==> config.mk <==
export PLATFORM = sky130hd
export DESIGN_NAME = sm_display_scan_ctrl_flat
export DESIGN_NICKNAME = d
export VERILOG_FILES = /design/src/rtl/sm_display_scan_ctrl_if.sv /design/src/rtl/sm_display_scan_ctrl.sv /design/src/flat_wrapper.sv
export SDC_FILE = /design/constraint.sdc
export NUM_CORES = 1
export LEC_CHECK = 0
export ABC_CLOCK_PERIOD_IN_PS = 4700
export CAP_MARGIN = 20
export CORE_ASPECT_RATIO = 2
export CORE_MARGIN = 2
export CORE_UTILIZATION = 50
export DETAILED_ROUTE_END_ITERATION = 12
export DONT_BUFFER_PORTS = 1
export GPL_TIMING_DRIVEN = 0
export PLACE_DENSITY = 0.73
export SYNTH_ARGS = -nofsm -noshare
export SYNTH_HDL_FRONTEND = slang
export SYNTH_SLANG_ARGS = --single-unit
export TNS_END_PERCENT = 5
==> constraint.sdc <==
create_clock -name clk -period 4.7 [get_ports clk]
set_clock_uncertainty 0.2 [all_clocks]
set_input_delay 0.47 -clock clk [delete_from_list [all_inputs] [get_ports clk]]
set_output_delay 0.47 -clock clk [all_outputs]
set_load 0.005 [all_outputs]
==> src/rtl/sm_display_scan_ctrl_if.sv <==
// Update handshake and registered display outputs of the 3-digit scan controller.
// master = producer/observer side, slave = the controller.
interface sm_display_scan_ctrl_if;
    logic        upd_valid;
    logic [11:0] upd_value;
    logic        upd_ready;
    logic [6:0]  seg;
    logic [2:0]  dig_n;
    logic        frame_done;

    modport master (
        output upd_valid, upd_value,
        input  upd_ready, seg, dig_n, frame_done
    );

    modport slave (
        input  upd_valid, upd_value,
        output upd_ready, seg, dig_n, frame_done
    );
endinterface

==> src/rtl/sm_display_scan_ctrl.sv <==
// 3-digit multiplexed 7-segment scanner; outputs registered, frame = 3*(BLANK+DWELL) cycles.
// One-deep pending slot (upd_ready = slot empty), applied only at frame boundary or while disabled.
module sm_display_scan_ctrl #(
    parameter int DWELL = 50000,
    parameter int BLANK = 500
) (
    input  logic                   clk,
    input  logic                   rst_n,
    input  logic                   en,
    input  logic                   lz_en,
    sm_display_scan_ctrl_if.slave  bus
);
    localparam int MAXC = (DWELL > BLANK) ? DWELL : BLANK;
    localparam int CW   = $clog2(MAXC + 1);
    localparam logic [CW-1:0] DW_LAST = CW'(DWELL - 1);
    localparam logic [CW-1:0] BL_LAST = CW'(BLANK - 1);

    typedef enum logic {S_BLANK, S_ON} state_t;

    state_t        state;
    logic [CW-1:0] cnt;
    logic [1:0]    idx;
    logic [11:0]   active;
    logic [11:0]   pend;
    logic          pend_flag;
    logic [6:0]    seg_q;
    logic [2:0]    dig_n_q;
    logic          frame_done_q;

    assign bus.upd_ready  = ~pend_flag;
    assign bus.seg        = seg_q;
    assign bus.dig_n      = dig_n_q;
    assign bus.frame_done = frame_done_q;

    function automatic logic [6:0] digit_seg(input logic [11:0] val, input logic [1:0] i,
                                             input logic lz);
        logic [3:0] nib;
        logic       blank;
        logic [6:0] g;
        nib   = val[3:0];
        blank = 1'b0;
        case (i)
            2'd1: begin
                nib   = val[7:4];
                blank = lz && (val[11:4] == 8'h00);
            end
            2'd2: begin
                nib   = val[11:8];
                blank = lz && (val[11:8] == 4'h0);
            end
            default: nib = val[3:0];
        endcase
        case (nib)
            4'h0: g = 7'b1000000;
            4'h1: g = 7'b1111001;
            4'h2: g = 7'b0100100;
            4'h3: g = 7'b0110000;
            4'h4: g = 7'b0011001;
            4'h5: g = 7'b0010010;
            4'h6: g = 7'b0000010;
            4'h7: g = 7'b1111000;
            4'h8: g = 7'b0000000;
            4'h9: g = 7'b0010000;
            4'hA: g = 7'b0001000;
            4'hB: g = 7'b0000011;
            4'hC: g = 7'b1000110;
            4'hD: g = 7'b0100001;
            4'hE: g = 7'b0000110;
            default: g = 7'b0001110;
        endcase
        return blank ? 7'h7F : g;
    endfunction

    always_ff @(posedge clk or negedge rst_n) begin
        if (!rst_n) begin
            state        <= S_BLANK;
            cnt          <= '0;
            idx          <= 2'd0;
            active       <= 12'h000;
            pend         <= 12'h000;
            pend_flag    <= 1'b0;
            seg_q        <= 7'h7F;
            dig_n_q      <= 3'b111;
            frame_done_q <= 1'b0;
        end else begin
            frame_done_q <= 1'b0;
            // Accept and apply are exclusive: accept needs an empty slot, apply a full one.
            if (bus.upd_valid && !pend_flag) begin
                pend      <= bus.upd_value;
                pend_flag <= 1'b1;
            end
            if (!en) begin
                state   <= S_BLANK;
                cnt     <= '0;
                idx     <= 2'd0;
                seg_q   <= 7'h7F;
                dig_n_q <= 3'b111;
                if (pend_flag) begin
                    active    <= pend;
                    pend_flag <= 1'b0;
                end
            end else if (state == S_BLANK) begin
                if (cnt == BL_LAST) begin
                    state   <= S_ON;
                    cnt     <= '0;
                    seg_q   <= digit_seg(active, idx, lz_en);
                    dig_n_q <= ~(3'b001 << idx);
                end else begin
                    cnt <= cnt + CW'(1);
                end
            end else begin
                if (cnt == DW_LAST) begin
                    state   <= S_BLANK;
                    cnt     <= '0;
                    seg_q   <= 7'h7F;
                    dig_n_q <= 3'b111;
                    if (idx == 2'd2) begin
                        idx          <= 2'd0;
                        frame_done_q <= 1'b1;
                        if (pend_flag) begin
                            active    <= pend;
                            pend_flag <= 1'b0;
                        end
                    end else begin
                        idx <= idx + 2'd1;
                    end
                end else begin
                    cnt   <= cnt + CW'(1);
                    seg_q <= digit_seg(active, idx, lz_en);
                end
            end
        end
    end
endmodule
==> src/flat_wrapper.sv <==
// flat-port wrapper written by rule: the top's interface ports become plain ports
module sm_display_scan_ctrl_flat 
#(
    parameter int DWELL = 50000,
    parameter int BLANK = 500
)
  (clk, rst_n, en, lz_en, bus_upd_valid, bus_upd_value, bus_upd_ready, bus_seg, bus_dig_n, bus_frame_done);
  sm_display_scan_ctrl_if bus_i ();
  input  logic clk;
  input  logic rst_n;
  input  logic en;
  input  logic lz_en;
  input wire logic [$bits(bus_i.upd_valid)-1:0] bus_upd_valid;
  input wire logic [$bits(bus_i.upd_value)-1:0] bus_upd_value;
  output wire logic [$bits(bus_i.upd_ready)-1:0] bus_upd_ready;
  output wire logic [$bits(bus_i.seg)-1:0] bus_seg;
  output wire logic [$bits(bus_i.dig_n)-1:0] bus_dig_n;
  output wire logic [$bits(bus_i.frame_done)-1:0] bus_frame_done;
  assign bus_i.upd_valid = bus_upd_valid;
  assign bus_i.upd_value = bus_upd_value;
  assign bus_upd_ready = bus_i.upd_ready;
  assign bus_seg = bus_i.seg;
  assign bus_dig_n = bus_i.dig_n;
  assign bus_frame_done = bus_i.frame_done;
  sm_display_scan_ctrl #(.DWELL(DWELL), .BLANK(BLANK)) u_core (.clk(clk), .rst_n(rst_n), .en(en), .lz_en(lz_en), .bus(bus_i));
endmodule
### After elaboration in Yosys (flattened, before gate mapping)

Memories as Yosys holds them, arrays and structs flattened.
Cells that the tools add are included.
W data, S select, Z words.

| word-level totals | value |
|---|---|
| bits in registers | 55 |
| bits in read-only memories | 224 |
| output and inout port bits | 12 |
| logic and storage cells | 85 |
| memories kept | 2 |

Memories:

| memory | depth | bits a word | read ports | clocked after Yosys merged registers in | write ports | RTL line | text |
|---|---|---|---|---|---|---|---|
| (no name shown) | 16 | 7 | 1 | 0 | 0 | sm_display_scan_ctrl.sv:53 | `case (nib)` |
| (no name shown) | 16 | 7 | 1 | 0 | 0 | sm_display_scan_ctrl.sv:53 |  |

| cells by class | value |
|---|---|
| add/sub/neg operators | 2 |
| eq/ne operators | 9 |
| shift operators | 1 |
| mux-type cells | 51 |
| bitwise operators | 2 |
| reduce and logical (&&, ||, !) cells | 9 |

Operators with widths:

| cell | count |
|---|---|
| $mux W16 | 4 |
| $mux W12 | 5 |
| $mux W7 | 6 |
| $mux W4 | 6 |
| $mux W1 | 20 |
| $add A16 B1 Y16 const B | 1 |
| $eq A16 B16 Y1 const B | 1 |
| $eq A16 B9 Y1 const B | 1 |
| $mux W3 | 4 |
| $logic_not A8 Y1 | 1 |
| $mux W2 | 4 |
| $pmux W4 S2 | 1 |
| $ne A2 B1 Y1 const B | 3 |
| $logic_not A4 Y1 | 1 |
| $reduce_and A2 Y1 | 2 |
| $logic_and A1 B1 Y1 | 3 |
| $ne A3 B1 Y1 const B | 1 |
| $ne A3 B3 Y1 const B | 1 |
| $not A3 Y3 | 1 |
| $reduce_and A3 Y1 | 1 |
| $shl A1 B2 Y3 const A | 1 |
| $add A2 B1 Y2 const B | 1 |
| $eq A2 B1 Y1 const B | 1 |
| $eq A2 B2 Y1 const B | 1 |
| other kinds (3) | 3 |

### Logic depth before layout (Yosys ltp)

Gate-level depths: netlist of the first run.

| depth | value |
|---|---|
| depth after elaboration | 10 |
| mapped depth | 12 |

### Worst setup path before layout of the first run

Ideal clock, no wire load.

| timing | value |
|---|---|
| path type | register to register |
| start point | register u_core.idx[1] |
| end point | register u_core.seg_q[4], in the netlist u_core.bus.seg[4] |
| setup time | 73 ps |
| data arrival time | 2175 ps |
| required time | 4427 ps |
| path slack | 2252 ps |
| stages on the path, launching flop included | 12 |
| path through | dfrtp_1 > inv_1 > ha_1 > clkbuf_1 > a21o_1 > inv_1 > ha_1 > nand2b_1 > a21oi_1 > a21oi_1 > mux2_2 > a21oi_1 |

| between the ends | value |
|---|---|
| longest elaborated chain between the ends | 10 |

RTL lines:

| element | RTL line | text |
|---|---|---|
| start: declaration | sm_display_scan_ctrl.sv:22 | `logic [1:0] idx;` |
| start signal: assignment | sm_display_scan_ctrl.sv:125 | `idx <= idx + 2'd1;` |
| $eq A2 B2 Y1 or $eq A2 B1 Y1 (tied branches) | sm_display_scan_ctrl.sv:42 | `case (i)` |
| $pmux W4 S2 | sm_display_scan_ctrl.sv:42 |  |
| $mux W4 (on tied branches) | sm_display_scan_ctrl.sv:103, sm_display_scan_ctrl.sv:112 |  |
| $mux W4 | sm_display_scan_ctrl.sv:102 | `end else if (state == S_BLANK) begin` |
| $mux W4 | sm_display_scan_ctrl.sv:92 | `if (!en) begin` |
| $mem_v2 Z16 W7 | n/a |  |
| $mux W7 | sm_display_scan_ctrl.sv:71 | `return blank ? 7'h7F : g;` |
| $mux W7 (on tied branches) | sm_display_scan_ctrl.sv:103, sm_display_scan_ctrl.sv:112 |  |
| $mux W7 (*) | sm_display_scan_ctrl.sv:102 |  |
| $mux W7 (*) | sm_display_scan_ctrl.sv:92 |  |
| end signal: assignment | sm_display_scan_ctrl.sv:106 | `seg_q <= digit_seg(active, idx, lz_en);` |
| end signal: assignment | sm_display_scan_ctrl.sv:129 | `seg_q <= digit_seg(active, idx, lz_en);` |
| end: declaration | sm_display_scan_ctrl.sv:26 | `logic [6:0] seg_q;` |

Mark *: on every way between the ends. The rest lies on a longest branch, timed or not. The select of a mux whose other input is x is not followed.
A chain may end at the register's enable or synchronous reset.

### Final worst setup path of the first run

| timing | value |
|---|---|
| start point | register u_core.idx[0] |
| end point | register u_core.seg_q[6], in the netlist u_core.bus.seg[6] |

The elaborated chain is that of the path after synthesis.

==> run summary, run 1 <==
routed len/inst: 16.9 um
Worst Path Arrival: 2.83 ns
simple logic cell fraction of the synthesized area: 0.164
Slew HR: 0.594
postcts setup bufs: 0
Hold Crit Class: primary input to flop
vias per inst: 5.78
clock network power share: 0.209
DRC errors left: 0
Top Ports: 29
drt pass-1 iters: 4
clk root buf: clkbuf_8
Layout Nets: 292
synthesis-stage register bit count: 55
vias in the first global route: 2084
peak supply drop: 296 uV
core area: 5470 um2
largest family of logic cells by synthesized area: simple AND/OR/NAND/NOR gates
CTS tree: yes
critical path type: flop to flop
cell row count: 38
Flop pwr share: 0.519
HPWL after DPL: 4160 um
fin util: 0.555
initial antenna violation count: 0
maximum clock insertion buffer count: 2
First DRT Iteration DRCs: 64
fin crit period: 2.79 ns
first-pass GRT wire length: 9660 um
Leak Pwr: 0.00131 uW
count of final hold-check violations: 0
switch share: 0.317
logic gate share of total power: 0.273
Post-Route Setup TNS: 0 ns
gr usage total: 0.197
status: finished clean
worst r2r src: u_core.idx[0]
Die Area: 6320 um2
largest net degree at the start of global routing: 56
die height: 110 um
GR Overflow Total: 0
total CTS buffers: 5
synthesized net count: 283
gp weighted congestion: 0.867
Clk pin slew, worst setup/hold paths: 0.10 ns
Slew @ Worst Pin: 0.604 ns
prevailing post-synth register cell: dfrtp_1
area delta synth->final: 7.11%
FMAX: 0.359 GHz
Post-CTS Resized: 0
Synth warnings: 0
Synth async-reset ratio: 1.00
Syn Area/Cell: 11.1 um2
final instance area: 3030 um2
final count of pins violating max slew: 0
crit share post-route: 0.593
Critical Path End Type: flop
synthesized cell area: 2830 um2
clock sink count: 55
worst skew pair latency: 0.32 ns
final setup vio count: 0
Hold Path Depth: 1
Mapped Cells: 255
post-route ant nets: 0
XOR/XNOR share of the synthesized area: 0.0433
net switching power figure: 400 uW
internal power: 860 uW
n_diodes: 0
Initial Utilization: 0.518
Post-Place Cell Area: 2910 um2
Worst Path Required: 4.74 ns
crit path from: u_core.idx[0]
Max H-tree Level: 2
power density over cell area: 415 nW/um2
number of flops mapped to enable cells by yosys: 0
die width: 57.2 um
Cell variety after synth: 45
CP startpoint kind: flop
Max-cap violations: 0
via count of the routed design: 1878
area share of fa/ha/maj cells after synthesis: 0.0486
WL final: 5480 um
crit path max fanout: 10
reg2reg path depth: 10
Hold-fix buffers, CTS: 2
mux share of post-synthesis cell area: 0.144
register area share after synthesis: 0.490
unrepaired setup endpoints after global routing: false
Hold Path Origin: bus_upd_value[2]
# port buffers: 0
layout cells sized above 1: 0.204
Compound-Gate Fraction of Synth Area: 0.0800
flip-flops by register name, summed over array words and instances (netlist names):
| register | flops |
|---|---|
| u_core.idx | 2 |
| u_core.pend_flag | 1 |
| u_core.bus.seg | 7 |
| u_core.active | 12 |
| u_core.bus.dig_n | 3 |
| u_core.pend | 12 |
| u_core.state | 1 |
| u_core.cnt | 16 |
| u_core.bus.frame_done | 1 |
routing by layer:
| layer | global-route usage | up-vias | share of wire |
|---|---|---|---|
| met5 | 0 | - | 0 |
| met4 | 0.113 | 0 | 0.046 |
| met3 | 0.0386 | 18 | 0.026 |
| met2 | 0.346 | 31 | 0.56 |
| met1 | 0.209 | 921 | 0.37 |
| li1 | - | 908 | - |
worst max-delay path: stages, from the launching register on:
cell and delay [ns]:
dfrtp_1 0.39, inv_1 0.09, ha_1 0.36, clkbuf_1 0.34, a21o_1 0.31, inv_1 0.10, ha_1 0.26, a211oi_1 0.26
a21oi_1 0.06, a22oi_1 0.23, a21oi_1 0.11
through the flow:
stage	power (uW)	setup slack (ns)	std cells	hold WS (ns)
CTS	1270	1.92	325	0.0830
detailed placement	995	1.96	315	-0.0238
finish	1260	1.91	325	0.0892
floorplan	912	2.25	255	-0.0256
global route	1340	1.68	325	0.0778
global placement	979	2.00	315	-0.0239
cell families after synthesis:
kind of cell    Yosys count
buf+inv                  17
flops                    55
simple gates             90
xor+xnor                 14
fa+ha+maj                11
compound gates           34
mux                      34
path summary, 6_finish.rpt:
kind | endpoint | slack, ns
worst max-delay path | u_core.bus.seg[6] | 1.91
worst min-delay path | u_core.pend[2] | 0.09
worst max register to register | u_core.bus.seg[6] | 1.91
worst min register to register | u_core.cnt[0] | 0.30
max in group asynchronous | u_core.bus.seg[6] | 3.55
min in group asynchronous | u_core.pend[2] | 0.45
power groups by stage:
| stage | registers, uW | clock network (uW) | logic, uW |
|---|---|---|---|
| floorplan | 637 | 0 | 275 |
| global placement | 661 | 0 | 318 |
| detailed placement | 666 | 0 | 330 |
| CTS | 656 | 269 | 344 |
| global route | 671 | 288 | 381 |
| finish | 654 | 263 | 343 |
area by class of cell:
type	instances	area, um2
fillers	482	2430
clock inverters	3	20.0
multi-input cells	183	1360
inverters	9	33.8
plain buffers	8	48.8
well taps	60	75.1
repair buffers	2	37.5
clock buffers	5	68.8
flip-flops and latches	55	1390
Yosys cell counts (3+ instances only):
cell      count  area [um2]
nand2b_1      3        18.8
and2_1        3        18.8
a22oi_1       4        30.0
inv_1         9        33.8
clkbuf_1      5        18.8
nand4_1       7        43.8
a31oi_1       3        18.8
ha_1         11         138
mux2_4       10         150
dfstp_2      10         263
a21o_1        3        22.5
xor2_1       10        87.6
nor4_1        3        18.8
nand2_1      15        56.3
mux2_2       15         169
dfrtp_1      45        1130
xnor2_1       4        35.0
nor3_1        4        20.0
nand3_1       7        35.0
mux2i_1       9        90.1
nor2_1       35         131
a21oi_1      12        60.1
layout by cell type (no fill, tap or decap), types with 2 or more instances in the layout:
master / instances
dfrtp_1: 45
nor2_1: 35
nand2_1: 15
mux2_2: 15
a21oi_1: 12
ha_1: 11
xor2_1: 10
mux2_4: 10
dfstp_2: 10
inv_1: 9
mux2i_1: 9
nand4_1: 7
nand3_1: 7
clkbuf_1: 5
clkbuf_8: 5
a22oi_1: 4
nor3_1: 4
xnor2_1: 4
a21o_1: 3
and2_1: 3
nor4_1: 3
a31oi_1: 3
nand2b_1: 3
and3_1: 2
nor4bb_1: 2
buf_6: 2
a31o_2: 2
a211oi_1: 2
clkinvlp_4: 2
Power figures use the tool's default switching activity.
==> inputs of run 2 (changes only) <==
--- a/config.mk
+++ b/config.mk
@@ -5,7 +5,7 @@
 export SDC_FILE = /design/constraint.sdc
 export NUM_CORES = 1
 export LEC_CHECK = 0
-export ABC_CLOCK_PERIOD_IN_PS = 4700
+export ABC_CLOCK_PERIOD_IN_PS = 2800
 export CAP_MARGIN = 20
 export CORE_ASPECT_RATIO = 2
 export CORE_MARGIN = 2
==> constraint.sdc (replaced) <==
create_clock -name clk -period 2.8 [get_ports clk]
set_clock_uncertainty 0.2 [all_clocks]
set_input_delay 0.28 -clock clk [delete_from_list [all_inputs] [get_ports clk]]
set_output_delay 0.28 -clock clk [all_outputs]
set_load 0.005 [all_outputs]
==> run summary, run 2 (synthesis gave the netlist of run 1 again) <==
non-filler cells, final: 338 (+4.0%)
First DRT Iteration DRCs: 48 (-25%)
maximum clock insertion buffer count: 2 (unchanged)
crit path setup slack, layout: 0.138 ns (-1.77 ns)
HPWL after DPL: 4160 um (unchanged)
Leak Pwr: 0.00136 uW (+4.4%)
Largest register FFs: 16 (unchanged)
Hold Crit Class: primary input to flop
worst skew pair latency: 0.32 ns (about the same)
R2R setup slack: 0.14 ns (-1.77 ns)
n_diodes: 0 (unchanged)
Clk pin slew, worst setup/hold paths: 0.10 ns (about the same)
total CTS buffers: 5 (unchanged)
first-pass GRT wire length: 9840 um (+1.9%)
worst r2r src: u_core.idx[0]
drt pass-1 iters: 4 (unchanged)
area delta synth->final: 11.8%
DRC errors left: 0 (unchanged)
post-route ant nets: 0 (unchanged)
Worst Path Arrival: 2.71 ns (-0.12 ns)
Fill cells: 469 (-2.7%)
vias in the first global route: 2150 (+3.2%)
peak supply drop: 498 uV (+68%)
Critical Path End Type: flop
unrepaired setup endpoints after global routing: true
crit path max fanout: 10 (unchanged)
layout cells sized above 1: 0.205 (+0.00126)
GR Overflow Total: 0 (unchanged)
Post-Place Cell Area: 2910 um2 (unchanged)
clock sink count: 55 (unchanged)
die height: 110 um (unchanged)
routed len/inst: 16.4 um (-2.7%)
crit share post-route: 0.951 (+0.358)
final setup vio count: 0 (unchanged)
status: finished clean
dpl cells: 315 (unchanged)
crit path from: u_core.idx[0]
Max-cap violations: 0 (unchanged)
reg2reg path depth: 12 (+2)
power density over cell area: 675 nW/um2 (+63%)
final count of pins violating max slew: 0 (unchanged)
core area: 5470 um2 (unchanged)
cell row count: 38 (unchanged)
Max H-tree Level: 2 (unchanged)
WL final: 5540 um (+1.2%)
gr usage total: 0.200 (+0.00332)
commonest cells after routing, fill and taps aside: dfrtp_1 (45), nor2_1 (35), nand2_1 (15), mux2_2 (15), dlygate4sd3_1 (13)
fin crit period: 2.66 ns (-0.125 ns)
CTS tree: yes
largest net degree at the start of global routing: 56 (unchanged)
Worst Path Required: 2.85 ns (-1.89 ns)
count of final hold-check violations: 0 (unchanged)
via count of the routed design: 1930 (+2.8%)
fin util: 0.579 (+0.0245)
Largest regs: u_core.cnt (16), u_core.active (12), u_core.pend (12)
critical path type: flop to flop
final instance area: 3170 um2 (+4.4%)
leading cell type in the layout, fill and taps excluded: dfrtp_1
CP startpoint kind: flop
gp weighted congestion: 0.867 (unchanged)
initial antenna violation count: 0 (unchanged)
FMAX: 0.376 GHz (+4.7%)
Initial Utilization: 0.518 (unchanged)
die width: 57.2 um (unchanged)
vias per inst: 5.71 (-1.2%)
Slew @ Worst Pin: 0.606 ns (+0.00242 ns)
reg2reg end: u_core.bus.seg[4]
Slew HR: 0.592 (-0.00163)
Biggest register: u_core.cnt
dpl ws: 0.0615 ns (-1.90 ns)
clk root buf: clkbuf_8
Top Ports: 29 (unchanged)
Pwr Total: 2140 uW (+70%)
CP Capture Point: u_core.bus.seg[4]
# port buffers: 0 (unchanged)
Die Area: 6320 um2 (unchanged)
Layout Nets: 305 (+4.5%)
==> run 2: cell count changes in the layout (fill, tap and decap cells not counted), sizes merged <==
cell	delta
dlygate4sd3	+12
buf	+1
==> run 2: worst min-delay path by stage <==
stage	startpoint	end	depth (start not counted)
after floorplan	rst_n	u_core.active[0]	0
after global placement	rst_n	u_core.pend[1]	0
after detailed placement	rst_n	u_core.pend[1]	0
after CTS	en	u_core.bus.dig_n[0]	2
after global routing	en	u_core.bus.dig_n[1]	2
final	en	u_core.bus.dig_n[2]	2
==> run 2: worst max-delay path, cell delays in order, from the launching register on <==
cell and delay [ns]:
dfrtp_1 0.39, inv_1 0.09, ha_1 0.36, clkbuf_4 0.21
nor2_1 0.11, a21o_1 0.16, inv_1 0.12, ha_1 0.22
nand2b_1 0.15, a21oi_1 0.12, a21oi_1 0.05, mux2_2 0.27
a21oi_1 0.12
==> run 2: layout make-up <==
cell class,count,area (um2),area share
clock buffer,5,68.8,0.0217
inverter,9,33.8,0.0107
timing repair buffer,15,165,0.0522
clock inverter,3,20.0,0.00632
buffer,8,52.6,0.0166
tap,60,75.1,0.0237
sequential,55,1390,0.439
multi-input combinational,183,1360,0.430
==> run 2: per-stage QoR <==
stage | hold WS [ns] | setup TNS, ns
after floorplan | -0.216 | 0
after global placement | -0.214 | 0
after detailed placement | -0.214 | 0
after CTS | 0.0558 | 0
after global routing | 0.0858 | -0.0401
final | 0.0643 | 0
==> run 2: power by group <==
part	switching, uW	total [uW]	internal (uW)
clock	264	439	174
sequential	128	1100	971
combinational	282	600	318
total	674	2140	1460
==> run 2: repair_timing <==
item	in CTS	in global routing
gates resized for setup	0	5
hold endpoints to repair	67	0
endpoints found under the setup margin	0	5
hold buffers	14	0
buffers inserted	0	1
==> run 2: layer usage <==
metal | part of all wire | routed length, um | vias to the layer above | track usage
met2 | 0.57 | 3150 | 31 | 0.354
met1 | 0.37 | 2060 | 944 | 0.215
met3 | 0.019 | 105 | 16 | 0.0340
li1 | - | - | 939 | -
met4 | 0.040 | 221 | 0 | 0.113
met5 | 0 | 0 | - | 0
